--- src/rtl/bp_inflight_queue.sv ---
// In-order queue of branch predictions awaiting resolution; emits PHT training
// updates and a mispredict flush when the oldest branch resolves.
module bp_inflight_queue #(
    parameter int HIST_W  = 12,
    parameter int DEPTH   = 8,
    parameter int PC_W    = 32,
    parameter int HASH_PC = 1
) (
    input  logic                     CLK,
    input  logic                     RESET,
    input  logic                     push_valid,
    output logic                     push_ready,
    input  logic                     push_pred,
    input  logic [HIST_W-1:0]        push_hist,
    input  logic [PC_W-1:0]          push_pc,
    input  logic                     res_valid,
    input  logic                     res_taken,
    output logic                     upd_valid,
    output logic [HIST_W-1:0]        upd_index,
    output logic                     upd_taken,
    output logic                     upd_mispredict,
    output logic                     flush,
    output logic                     underflow,
    output logic [$clog2(DEPTH):0]   count
);

    localparam int PTR_W = $clog2(DEPTH);
    localparam int CNT_W = PTR_W + 1;

    logic              r_pred [DEPTH];
    logic [HIST_W-1:0] r_idx  [DEPTH];
    logic [PTR_W-1:0]  r_rd_ptr;
    logic [PTR_W-1:0]  r_wr_ptr;

    logic              w_push;
    logic              w_pop;
    logic              w_mis;
    logic              w_flush;
    logic [HIST_W-1:0] w_push_idx;

    // The PHT index is fixed at prediction time, so it is hashed on push.
    always_comb begin
        w_push_idx = (HASH_PC != 0) ? (push_hist ^ push_pc[HIST_W+1:2]) : push_hist;
        w_push     = push_valid && push_ready;
        w_pop      = res_valid && (count != CNT_W'(0));
        w_mis      = res_taken ^ r_pred[r_rd_ptr];
        w_flush    = w_pop && w_mis;
    end

    // Readiness comes from registered occupancy only; a pop never frees a slot the same cycle.
    assign push_ready = (count != CNT_W'(DEPTH));

    // Entry storage; a push coinciding with a flush is wrong-path and never written.
    always_ff @(posedge CLK) begin
        if (w_push && !w_flush) begin
            r_pred[r_wr_ptr] <= push_pred;
            r_idx[r_wr_ptr]  <= w_push_idx;
        end
    end

    // Pointers, occupancy and registered update/flush/underflow outputs.
    always_ff @(posedge CLK) begin
        if (RESET) begin
            r_rd_ptr       <= '0;
            r_wr_ptr       <= '0;
            count          <= '0;
            upd_valid      <= 1'b0;
            upd_index      <= '0;
            upd_taken      <= 1'b0;
            upd_mispredict <= 1'b0;
            flush          <= 1'b0;
            underflow      <= 1'b0;
        end else begin
            upd_valid      <= w_pop;
            upd_mispredict <= w_flush;
            flush          <= w_flush;
            underflow      <= res_valid && (count == CNT_W'(0));
            if (w_pop) begin
                upd_index <= r_idx[r_rd_ptr];
                upd_taken <= res_taken;
            end else begin
                upd_index <= upd_index;
                upd_taken <= upd_taken;
            end

            if (w_flush) begin
                // Head retires; every younger entry is discarded by collapsing wr onto the new head.
                r_rd_ptr <= r_rd_ptr + PTR_W'(1);
                r_wr_ptr <= r_rd_ptr + PTR_W'(1);
                count    <= '0;
            end else begin
                if (w_push) begin
                    r_wr_ptr <= r_wr_ptr + PTR_W'(1);
                end else begin
                    r_wr_ptr <= r_wr_ptr;
                end
                if (w_pop) begin
                    r_rd_ptr <= r_rd_ptr + PTR_W'(1);
                end else begin
                    r_rd_ptr <= r_rd_ptr;
                end
                count <= count + CNT_W'(w_push) - CNT_W'(w_pop);
            end
        end
    end

endmodule

--- config.mk ---
export PLATFORM = sky130hd
export DESIGN_NAME = bp_inflight_queue
export DESIGN_NICKNAME = d
export VERILOG_FILES = /design/src/rtl/bp_inflight_queue.sv
export SDC_FILE = /design/constraint.sdc
export NUM_CORES = 1
export LEC_CHECK = 0
export CORE_MARGIN = 4
export CORE_UTILIZATION = 50
export CTS_CLUSTER_SIZE = 30
export DETAILED_ROUTE_END_ITERATION = 8
export HOLD_SLACK_MARGIN = 0.06
export PLACE_DENSITY_LB_ADDON = 0.15
export SLEW_MARGIN = 20
export SYNTH_ARGS = -nofsm -noshare
export SYNTH_HDL_FRONTEND = slang
export SYNTH_SLANG_ARGS = --single-unit
--- constraint.sdc ---
create_clock -name CLK -period 4.8 [get_ports CLK]
set_clock_uncertainty 0.15 [all_clocks]
set_input_delay 0.96 -clock CLK [delete_from_list [all_inputs] [get_ports CLK]]
set_output_delay 0.96 -clock CLK [all_outputs]
set_load 0.01 [all_outputs]
==> results of run 1 <==
==> flip-flops by register name (all words and copies together) (netlist names), named ones only <==
register	cells
count	4
underflow	1
upd_index	12
r_idx	96
upd_taken	1
upd_valid	1
r_rd_ptr	3
flush	1
r_pred	8
r_wr_ptr	3
==> logic make-up after synthesis <==
| family | synth area share (%) |
|---|---|
| and+or+nand+nor | 5.209 |
| DFF | 70.08 |
| buffers and inverters | 2.320 |
| xor gates and xnor gates | 2.817 |
| AOI/OAI and AO/OA | 2.628 |
| adders and majority gates | 2.273 |
| muxes | 14.68 |
==> synthesized netlist by cell type, types with 6 or more instances <==
master | n | area share (%)
sky130_fd_sc_hd__mux4_2 | 25 | 11
sky130_fd_sc_hd__xor2_1 | 14 | 2.3
sky130_fd_sc_hd__nor4_1 | 6 | 0.71
sky130_fd_sc_hd__nand2_1 | 7 | 0.50
sky130_fd_sc_hd__mux2i_1 | 19 | 3.6
sky130_fd_sc_hd__nor2_1 | 17 | 1.2
sky130_fd_sc_hd__dfxtp_1 | 29 | 11
sky130_fd_sc_hd__a211oi_1 | 12 | 1.7
sky130_fd_sc_hd__edfxtp_1 | 104 | 59
sky130_fd_sc_hd__ha_1 | 8 | 1.9
sky130_fd_sc_hd__clkbuf_1 | 7 | 0.50
sky130_fd_sc_hd__inv_1 | 7 | 0.50
==> stage by stage <==
step	setup slack, ps	hold WS, ps	std cells
after floorplan	1426	330.5	302
after global placement	1075	293.3	480
after detailed placement	1063	300.2	480
after global routing	1438	312.7	512
final	1567	309.4	512
after CTS	1526	308.1	512
==> routing by layer <==
metal  share of wire (%)  wire length (um)  up-vias
met5                   0                 0        -
met4                 1.3               125        0
met3                 7.7               750       12
met2                  51              4969       89
met1                  40              3925     1401
li1                    -                 -     1296
==> worst max-delay path: cells and delay by family (launching register included) <==
| family | cells | cell delay (ps) |
|---|---|---|
| flops | 1 | 310 |
| buf+inv | 2 | 610 |
| fa+ha+maj | 1 | 150 |
| simple gates | 1 | 540 |
==> power breakdown <==
part	internal (mW)	switching, mW
clock	0.858	0.473
sequential	1.43	0.143
combinational	0.463	0.390
total	2.76	1.01
==> area by class of cell <==
class	instances	area (um^2)	share of cell area (%)
Inverter	8	30.03	0.4543
Clock buffer	20	435.4	6.587
Sequential cell	133	3707	56.09
Multi-Input combinational cell	143	1516	22.94
Clock inverter	12	177.7	2.688
Tap cell	136	170.2	2.574
Timing Repair Buffer	60	573.1	8.669
==> path summary, 6_finish.rpt <==
check / from / end / slack (ps) / depth (start not counted)
setup / recovery: count[2]$_SDFF_PP0_ / push_ready / 1570 / 4
hold / removal: upd_taken$_SDFFE_PP0P_ / upd_taken$_SDFFE_PP0P_ / 310 / 2
setup reg to reg: count[2]$_SDFF_PP0_ / r_idx[0][10]$_DFFE_PP_ / 1640 / 7
hold reg to reg: upd_taken$_SDFFE_PP0P_ / upd_taken$_SDFFE_PP0P_ / 310 / 2
==> impl_summary.md, run 1 <==
Place
At the end of routability-driven placement, the weighted congestion stood at around 0.7. The number of buffer cells added on primary ports is 51. Once placement finished, the instance area stood at between 5000 and 6000 um^2.

Detailed placement ended at an HPWL of roughly 5700 um.

Logic synthesis
The synthesized netlist occupies a cell area of between 5000 and 6000 um^2. The number of warnings reported in the yosys synthesis log is 0. The mean area per synthesized cell is 17.50 um^2.

In the synthesized netlist, the number of instances is roughly 300. The async set or reset register ratio after synthesis is 0%. The number of flops mapped to enable cells by yosys is 104. For this run, the register share of the synthesized area comes to a little over two thirds.

The count of unique library cells instantiated by Yosys is 36. For this run, the leading register cell type out of synthesis is sky130_fd_sc_hd__edfxtp_1. The post-synthesis register bit count is ~130. The synthesized netlist net count is about 360.

Detailed routing
For this run, the detailed router's first-pass iteration total came to 5. In the routed layout, each cell is associated on average with a via count of ~5.5. Summing over every cut layer, the via total after detailed routing is about 2800. For this run, design rule violations remaining after detail routing come to 0. The final wirelength is ~9800 um. The final antenna-violating net count is 0. The initial detailed-routing violation count is 120. The detail-routed net length per standard cell is ~19 um.

STA
The sum of negative setup slack is 0 ps. For this run, the top clock speed supported by timing is around 0.31 GHz. In the finished design, the share of the clock period the worst path needs comes to about two thirds. Measured against its own limit, the worst slew margin works out to 30.53%. The actual transition at the worst max-transition pin is just over 1000 ps.

Setup repair after global routing left no endpoint under its margin. The final number of max-transition violations is 0. The final number of hold-violating endpoints is 0. Setup violations remaining at the end of the flow were counted as 0.

The worst path in the final design needs a cycle of ~3200 ps, including I/O delays and setup.

Global routing
In the global route stage, met3 resource usage came out at under 10%. Global routing finished with a remaining overflow of 0. For this run, global-route usage on met1 was measured as 21.01%.

The initial antenna violation count is 0. The global-route wire length before repair is between 15000 and 20000 um. The largest net degree at the start of global routing is 31. The via count of the first global-routing pass is 2863.

Across every metal layer, demand over resource in global routing totals between 10% and 20%. Global routing used about 28% of the available met2 tracks. After global routing, the most crowded layer is met2.

Floorplanning
The die is ~110 um wide. The starting utilization of the core area is between 50 and 60%. The count of pins on the block boundary is between 70 and 80.

The placement row count is 37. From bottom edge to top edge, the die measures 110.8 um. The core footprint is approximately 10000 um^2. The die footprint is around 12000 um^2.

Setup path
The largest individual stage delay along the critical path comes from the cell sky130_fd_sc_hd__or3b_2. The data required time at the worst endpoint is roughly 3700 ps. The worst stage delay on the critical path is approximately 540 ps.

The worst setup path is of the reg -> out kind. Walking the worst path, the cells encountered are inv_1 > ha_1 > or3b_2 > clkdlybuf4s50_1. For the worst setup path, the data arrival time is 2120 ps. The sort of element at the end of the critical path is a primary output. In this run the worst path has a maximum fanout of 8. The worst setup path is launched from a register.

Pwr
IR analysis of the VDD net gives a maximum drop of ~0.00032 V. The leakage power summed over all cells is 2.186 nW. In this run the power density over the cells is about 570 nW/um^2.

Total power for the finished layout comes to 3.761 mW.

Clock network
The number of instances resized during post-cts repair is 0. After clock tree synthesis, the clock-pin slew on the worst setup and hold paths is 60 ps. The number of buffers inserted to repair setup after CTS is 0.

After clock tree synthesis, the flow added hold-fix buffers numbering 0. The H-tree was split into 4 levels. The insertion delay to the later sink of the worst-skew pair is between 500 and 600 ps. The cell chosen for the clock root is sky130_fd_sc_hd__clkbuf_8.

The deepest clock path buffer count is 2. TritonCTS built the clock tree. For this design, the sink count on the clock tree is around 130. In this run, CTS created clock tree buffers numbering 17.

Job
Max-cap violations in this run came to 0.

Finish
The fraction of final layout cells sized beyond drive strength 1 is roughly a fifth. After routing the design area is 6610 um^2. Compared with the post-synthesis result, the final layout area differs by 25.07%. The net count reported at finish is around 420. The final standard cell utilization of the core is between 60% and 70%. In the layout the commonest cells are sky130_fd_sc_hd__edfxtp_1, sky130_fd_sc_hd__clkdlybuf4s50_1, sky130_fd_sc_hd__dfxtp_1, sky130_fd_sc_hd__mux4_2, sky130_fd_sc_hd__mux2i_1. The repair_antennas step left the layout with diodes totalling 0. The most common cell after layout, fill and taps aside is sky130_fd_sc_hd__edfxtp_1.

The number of fill cells in the layout is 726.

Outcome
The flow ran to the end, and the final reports show no timing, DRC or antenna violations.

Min path
The worst min-delay path category is reg -> reg.
(Power assumes the default switching activity.)
==> run 2, diff against run 1 <==
==> constraint.sdc (replaced) <==
create_clock -name CLK -period 3.3 [get_ports CLK]
set_clock_uncertainty 0.15 [all_clocks]
set_input_delay 0.66 -clock CLK [delete_from_list [all_inputs] [get_ports CLK]]
set_output_delay 0.66 -clock CLK [all_outputs]
set_load 0.01 [all_outputs]
==> run 2 against run 1 <==
  * Core utilization fell by 0.25 points
  * Sequential power is 44% higher
  * Cell count up 0.98%
==> impl_summary.md, run 2 (synthesized netlist as in run 1, its figures left out) <==
Min path
In this run the most critical hold path is launched from upd_taken$_SDFFE_PP0P_. The endpoint of the worst hold-timing path is upd_taken$_SDFFE_PP0P_. The worst hold path belongs to the class reg -> reg. The worst hold path was traced through 2 stages.

Setup path
The startpoint identified for the worst register-to-register timing path is count[2]$_SDFF_PP0_. The sort of element at the end of the critical path is a primary output. The startpoint kind of the worst setup timing path is a register. The worst reg-to-reg path cell count is 11. For the worst setup path, the data required time is 2490 ps. Setup slack on the worst reg-to-reg path comes out at around 430 ps. The category of the critical setup timing path is reg -> out. The data arrival at the endpoint of the critical path is about 2100 ps. The worst register-to-register path ends at count[3]$_SDFF_PP0_.

The top fanout value on the critical path is 8.

Finish
The net count reported at finish is 427. The area growth from synthesis to layout is 24.57%. The library cell used most frequently in the layout, excluding fill and tap cells, is sky130_fd_sc_hd__edfxtp_1. The fraction of final layout cells sized beyond drive strength 1 is ~22%. The largest registers in the layout are r_idx (96), upd_index (12), r_pred (8).

The repair_antennas step left the layout with diodes totalling 0. The final instance area is around 6600 um^2. The register bank with the most flops is r_idx. The library cells used most frequently in the layout, excluding fill and tap cells, are sky130_fd_sc_hd__edfxtp_1, sky130_fd_sc_hd__clkdlybuf4s50_1, sky130_fd_sc_hd__dfxtp_1, sky130_fd_sc_hd__mux4_2, sky130_fd_sc_hd__mux2i_1.

Summing all multi-input logic gate instances after layout gives approximately 1500 um^2. Fill cells in the final layout number 725. The register with the most flip-flops in the layout has 96 of them. The combined flip-flop and latch cell area is around 3700 um^2.

STA
The actual transition at the worst max-transition pin is ~1000 ps. The relative slew slack is between 30 and 40%. The sum of negative setup slack is 0 ps. The final number of max-transition violations is 0. The clock period could shrink to approximately 2900 ps.

The final number of hold-violating endpoints came to 0. Setup repair after global routing left no endpoint under its margin. Derived from the worst setup path, the maximum achievable clock frequency is approximately 0.35 GHz. The number of failing setup endpoints in the final timing report is 0.

After layout, the worst path uses 87.80% of the clock period.

Place
Summed over all nets, the half-perimeter wirelength after detailed placement is approximately 6000 um. Routability-driven placement finished with a final weighted congestion of slightly below 0.8. The post-detailed-placement cell area is about 6000 um^2. The number of buffer cells added on primary ports is just over 50.

Clock network
The H-tree depth is 4. The clock slew at the register clock pins of the worst setup and hold paths is approximately 60 ps. The number of instances resized during post-cts repair is 0. The CTS sink count is ~130. The clock passes through at most 2 buffers. The root buffer cell chosen for the clock tree is sky130_fd_sc_hd__clkbuf_8. The later pin in the worst-skew pair is clocked with a latency of ~510 ps. The number of hold buffers added after CTS is 0.

The number of buffers inserted to repair setup after CTS is 0. Clock tree synthesis inserted a total of 17 buffers. TritonCTS built the clock tree.

Global routing
The via count of the first global-routing pass is between 2000 and 3000. The largest net degree at the start of global routing is 27. The total routing usage reported by global routing is between 15 and 20%. The global-route wire length before repair is approximately 16000 um.

The initial antenna violation count is 0. The total overflow reported by the global router is 0.

Floorplanning
The starting utilization of the core area is between 50% and 60%. The core footprint is around 10000 um^2. The die footprint is 12280 um^2. The placement row count is 37. The die is ~110 um tall. The width of the die is approximately 110 um. For this design the top-level I/O count stands at 72.

Job
The max-capacitance violation count is 0.

Detailed routing
The first TritonRoute pass finished after 4 iterations. Summed over all layers, the routed wires come to ~9600 um. After detailed routing, the number of remaining DRC violations is 0. The total vias in the final route is 2781. After the first detailed-routing iteration, the DRC count stood at 161. The detail-routed net length per standard cell is roughly 19 um. The detail route stage leaves a number of antenna-violating nets equal to 0. The per-cell via count in the routed design is approximately 5.4.

Pwr
The worst-case IR drop observed on VDD is roughly 0.00038 V. The leakage power summed over all cells is 2.177 nW. Summing internal, switching and leakage power gives 5.283 mW. The total power divided by cell area is ~800 nW/um^2.

Outcome
The run finished with clean final reports.
[run 2: critical path, stage by stage, from the launching register on]
cell and delay, ps:
sky130_fd_sc_hd__dfxtp_1 310, sky130_fd_sc_hd__inv_1 90, sky130_fd_sc_hd__ha_1 140, sky130_fd_sc_hd__or3b_2 530, sky130_fd_sc_hd__clkdlybuf4s50_1 510
[run 2: final cells by class]
type	instances	share of cell area, %
multi-input combinational	143	22.90
inverter	8	0.4561
tap	136	2.585
clock buffer	17	6.290
timing repair buffer	65	9.350
sequential	133	56.27
clock inverter	15	2.147
[run 2: stage by stage]
step | setup slack [ps] | util, % | hold slack, ps | std cells
after floorplan | 8.544 | - | 330.5 | 302
after global placement | 254.4 | 58.39 | 292.7 | 485
after detailed placement | 201.3 | 58.39 | 295.3 | 485
after CTS | 361.7 | 63.77 | 304.2 | 517
after global routing | 197.9 | 63.77 | 355.8 | 517
final | 402.6 | 63.77 | 307.3 | 517
[run 2: power by group]
| group | switching (mW) | total [mW] | internal [mW] |
|---|---|---|---|
| clock | 0.773 | 1.73 | 0.957 |
| combinational | 0.583 | 1.28 | 0.698 |
| sequential | 0.190 | 2.27 | 2.08 |
[run 2: per-layer routing]
| layer | GRT usage [%] | vias to the layer above | wire length (um) |
|---|---|---|---|
| met1 | 21.02 | 1414 | 4104 |
| met4 | 6.158 | 0 | 76 |
| met3 | 4.531 | 6 | 327 |
| met2 | 28.76 | 55 | 5109 |
| li1 | - | 1306 | - |
| met5 | 0 | - | 0 |
[run 2: worst max path at each step]
stage / from / end / depth (start not counted)
after floorplan: count[2]$_SDFF_PP0_ / r_idx[5][0]$_DFFE_PP_ / 6
after global placement: push_valid / count[2]$_SDFF_PP0_ / 8
after detailed placement: push_valid / count[2]$_SDFF_PP0_ / 8
after CTS: count[2]$_SDFF_PP0_ / push_ready / 4
after global routing: count[2]$_SDFF_PP0_ / count[3]$_SDFF_PP0_ / 11
final: count[2]$_SDFF_PP0_ / push_ready / 4
==> run 3, diff against run 2 <==
--- a/config.mk
+++ b/config.mk
@@ -7,10 +7,12 @@
 export LEC_CHECK = 0
 export CORE_MARGIN = 4
 export CORE_UTILIZATION = 50
+export CTS_BUF_LIST = sky130_fd_sc_hd__clkbuf_4
 export CTS_CLUSTER_SIZE = 30
 export DETAILED_ROUTE_END_ITERATION = 8
 export HOLD_SLACK_MARGIN = 0.06
 export PLACE_DENSITY_LB_ADDON = 0.15
+export REMOVE_ABC_BUFFERS = 1
 export SLEW_MARGIN = 20
 export SYNTH_ARGS = -nofsm -noshare
 export SYNTH_HDL_FRONTEND = slang
==> run 3 against run 2 <==
  * Non-clock buffer count unchanged
  * Via count up 0.47%
  * Global-route usage down 0.49 points
  * First-iteration DRC count up 8.1%
  * Largest power group unchanged
  * Worst hold slack better by 2.2 ps
  * Cell count unchanged
  * Combinational power about the same
  * Flip-flop and latch count unchanged
  * Critical path depth unchanged
  * Design area down 3.5%
  * Wire length down 1.2%
  * Count of clock-buffer cells in the layout up 2
==> impl_summary.md, run 3 (synthesized netlist as in run 1, its figures left out) <==
Setup path
The signal on the critical path passes through inv_1 > ha_1 > or3b_2 > clkdlybuf4s50_1. STA classifies the critical path startpoint as a register. In this design, the stage delay of the slowest critical-path cell is roughly 530 ps. Of all nets on the critical path, the largest fanout is 8. Data on the critical path is required at its endpoint by between 2000 and 2500 ps.

The slowest stage of the critical path belongs to the cell sky130_fd_sc_hd__or3b_2. The category of the critical setup timing path is reg -> out. The data arrival at the endpoint of the critical path is 2160 ps.

The sort of element at the end of the critical path is a primary output.

Floorplanning
The total area inside the core boundary comes to between 10000 and 15000 um^2. From bottom edge to top edge, the die measures roughly 110 um. The die footprint is 12280 um^2.

The placement row count is 37. For this design the top-level I/O count stands at 72. The width of the die is about 110 um. For this configuration, the core starts out at a cell density of 51.19%.

Clock network
The clock tree from TritonCTS is built. The number of buffers added by the clock tree synthesis step is 17. The number of buffers inserted to repair setup after CTS is 0.

After clock tree synthesis, the clock-pin slew on the worst setup and hold paths is between 100 and 150 ps. The H-tree depth is 4. The deepest clock path buffer count is 2.

The tree is rooted in a sky130_fd_sc_hd__clkbuf_4. Post-CTS repair changed the size of 0 cells. The CTS sink count is ~130. For the worst-skew pair, the clock arrives at the later sink with an insertion delay of between 500 and 600 ps.

The number of hold buffers added after CTS is 0.

Detailed routing
Detailed routing inserted a total of around 2800 vias. The number of remaining DRC errors is 0. The initial detailed-routing violation count is 174.

The detailed-routing iteration count for the pre-antenna-repair pass is 4. The per-cell via count in the routed design is roughly 5.4. The final wirelength is 9505 um.

The final antenna-violating net count is 0. The detail-routed net length per standard cell is approximately 18 um.

Global routing
Across every metal layer, demand over resource in global routing totals about 16%. The via count of the first global-routing pass is about 2800. The total overflow reported by the global router is 0. Entering global routing, the biggest net connects 27 pins.

The initial antenna violation count is 0. The first global-routing pass estimated between 15000 and 20000 um of wire.

Pwr
The leakage power summed over all cells is 2.082 nW. The worst-case IR drop observed on VDD is ~0.00035 V. The total power divided by cell area is between 700 and 800 nW/um^2.

Place
The last weighted congestion value of the routability-driven placer is around 0.7. The number of buffer cells added on primary ports is slightly above 50. The detailed placer's ending HPWL is just over 6000 um.

The placed cell count is 485.

Finish
Leaving out filler cells and counting taps, the final layout contains roughly 520. The area added between synthesis and finish is 20.17%. In the layout the commonest cells are sky130_fd_sc_hd__edfxtp_1, sky130_fd_sc_hd__clkdlybuf4s50_1, sky130_fd_sc_hd__dfxtp_1, sky130_fd_sc_hd__mux4_2.

The number of fill cells in the layout is 772. The fraction of final layout cells sized beyond drive strength 1 is 22.05%. The largest registers in the layout are r_idx (96), upd_index (12), r_pred (8). The diode insertion count for antenna repair is 0. The register with the most flip-flops in the layout has between 90 and 100 of them. The net count of the finished layout is between 400 and 500.

The most common cell after layout, fill and taps aside is sky130_fd_sc_hd__edfxtp_1. Ranked by flip-flop count, first place goes to r_idx.

STA
For the pin with the worst max-slew slack, the measured transition is between 1000 and 1500 ps. The final number of max-transition violations was 0. Hold timing on the final database bottoms out at a slack of around 310 ps. The sum of negative setup slack is 0 ps.

The clock period minus final worst setup slack is a little under 3000 ps. The number of failing setup endpoints in the final timing report is 0. Setup repair after global routing left no endpoint under its margin.

The maximum achievable frequency is roughly 0.34 GHz. The relative slew slack is a little over 30%. The final number of hold-violating endpoints was 0.

After layout, the worst path uses 89.87% of the clock period.

Job
Across the run, the number of max-cap violations was 0.

Outcome
The run finished with clean final reports.

Min path
The tightest min-delay check is of the reg -> reg type.
[run 3: changes by cell type in the layout (fill, tap and decap cells not counted)]
cell,change
sky130_fd_sc_hd__clkinv_8,-1
sky130_fd_sc_hd__clkinvlp_4,-1
sky130_fd_sc_hd__clkinv_1,+1
sky130_fd_sc_hd__clkbuf_4,+19
sky130_fd_sc_hd__bufinv_16,+4
sky130_fd_sc_hd__clkbuf_16,-16
sky130_fd_sc_hd__clkinv_2,+2
sky130_fd_sc_hd__inv_8,-4
sky130_fd_sc_hd__inv_6,-1
sky130_fd_sc_hd__clkbuf_8,-1
sky130_fd_sc_hd__clkinv_4,-2
[run 3: metrics by stage]
| step | setup slack (ps) | util, % | instance area (um^2) | total power [mW] |
|---|---|---|---|---|
| after floorplan | -106.4 | - | 5192 | 3.079 |
| after global placement | 273.4 | 58.39 | 6028 | 3.570 |
| after detailed placement | 208.3 | 58.39 | 6028 | 3.603 |
| after CTS | 280.3 | 61.52 | 6351 | 4.806 |
| after global routing | 193.9 | 61.52 | 6351 | 5.015 |
| final | 334.2 | 61.52 | 6351 | 4.739 |
[run 3: worst paths after layout]
path | start | to | slack (ps) | depth (start not counted)
worst min-delay path | upd_taken$_SDFFE_PP0P_ | upd_taken$_SDFFE_PP0P_ | 310 | 2
worst max-delay path | count[2]$_SDFF_PP0_ | push_ready | 330 | 4
worst max register to register | count[2]$_SDFF_PP0_ | count[1]$_SDFF_PP0_ | 400 | 9
worst min register to register | upd_taken$_SDFFE_PP0P_ | upd_taken$_SDFFE_PP0P_ | 310 | 2
[run 3: layout make-up]
class	instances	area, um^2	area share, %
sequential	133	3705	58.33
tap	136	170.2	2.679
clock inverter	13	180.2	2.837
timing repair buffer	65	615.6	9.693
clock buffer	19	142.6	2.246
multi-input combinational	143	1508	23.74
inverter	8	30.03	0.4728
[run 3: critical path, delay by kind of cell, from the launching register on]
family,cells,cell delay [ps]
buffers and inverters,2,620
DFF,1,330
adders and majority gates,1,150
and+or+nand+nor,1,530
[run 3: layer usage]
layer	vias to the layer above	share of wire (%)	track usage [%]
met1	1379	42	20.72
met5	-	0	0
met4	0	1.5	6.240
li1	1307	-	-
met3	15	6.7	5.731
met2	93	50	26.46
[run 3: power by group]
group	switching [mW]	internal, mW
Combinational	0.588	0.694
Clock	0.589	0.617
Sequential	0.174	2.08
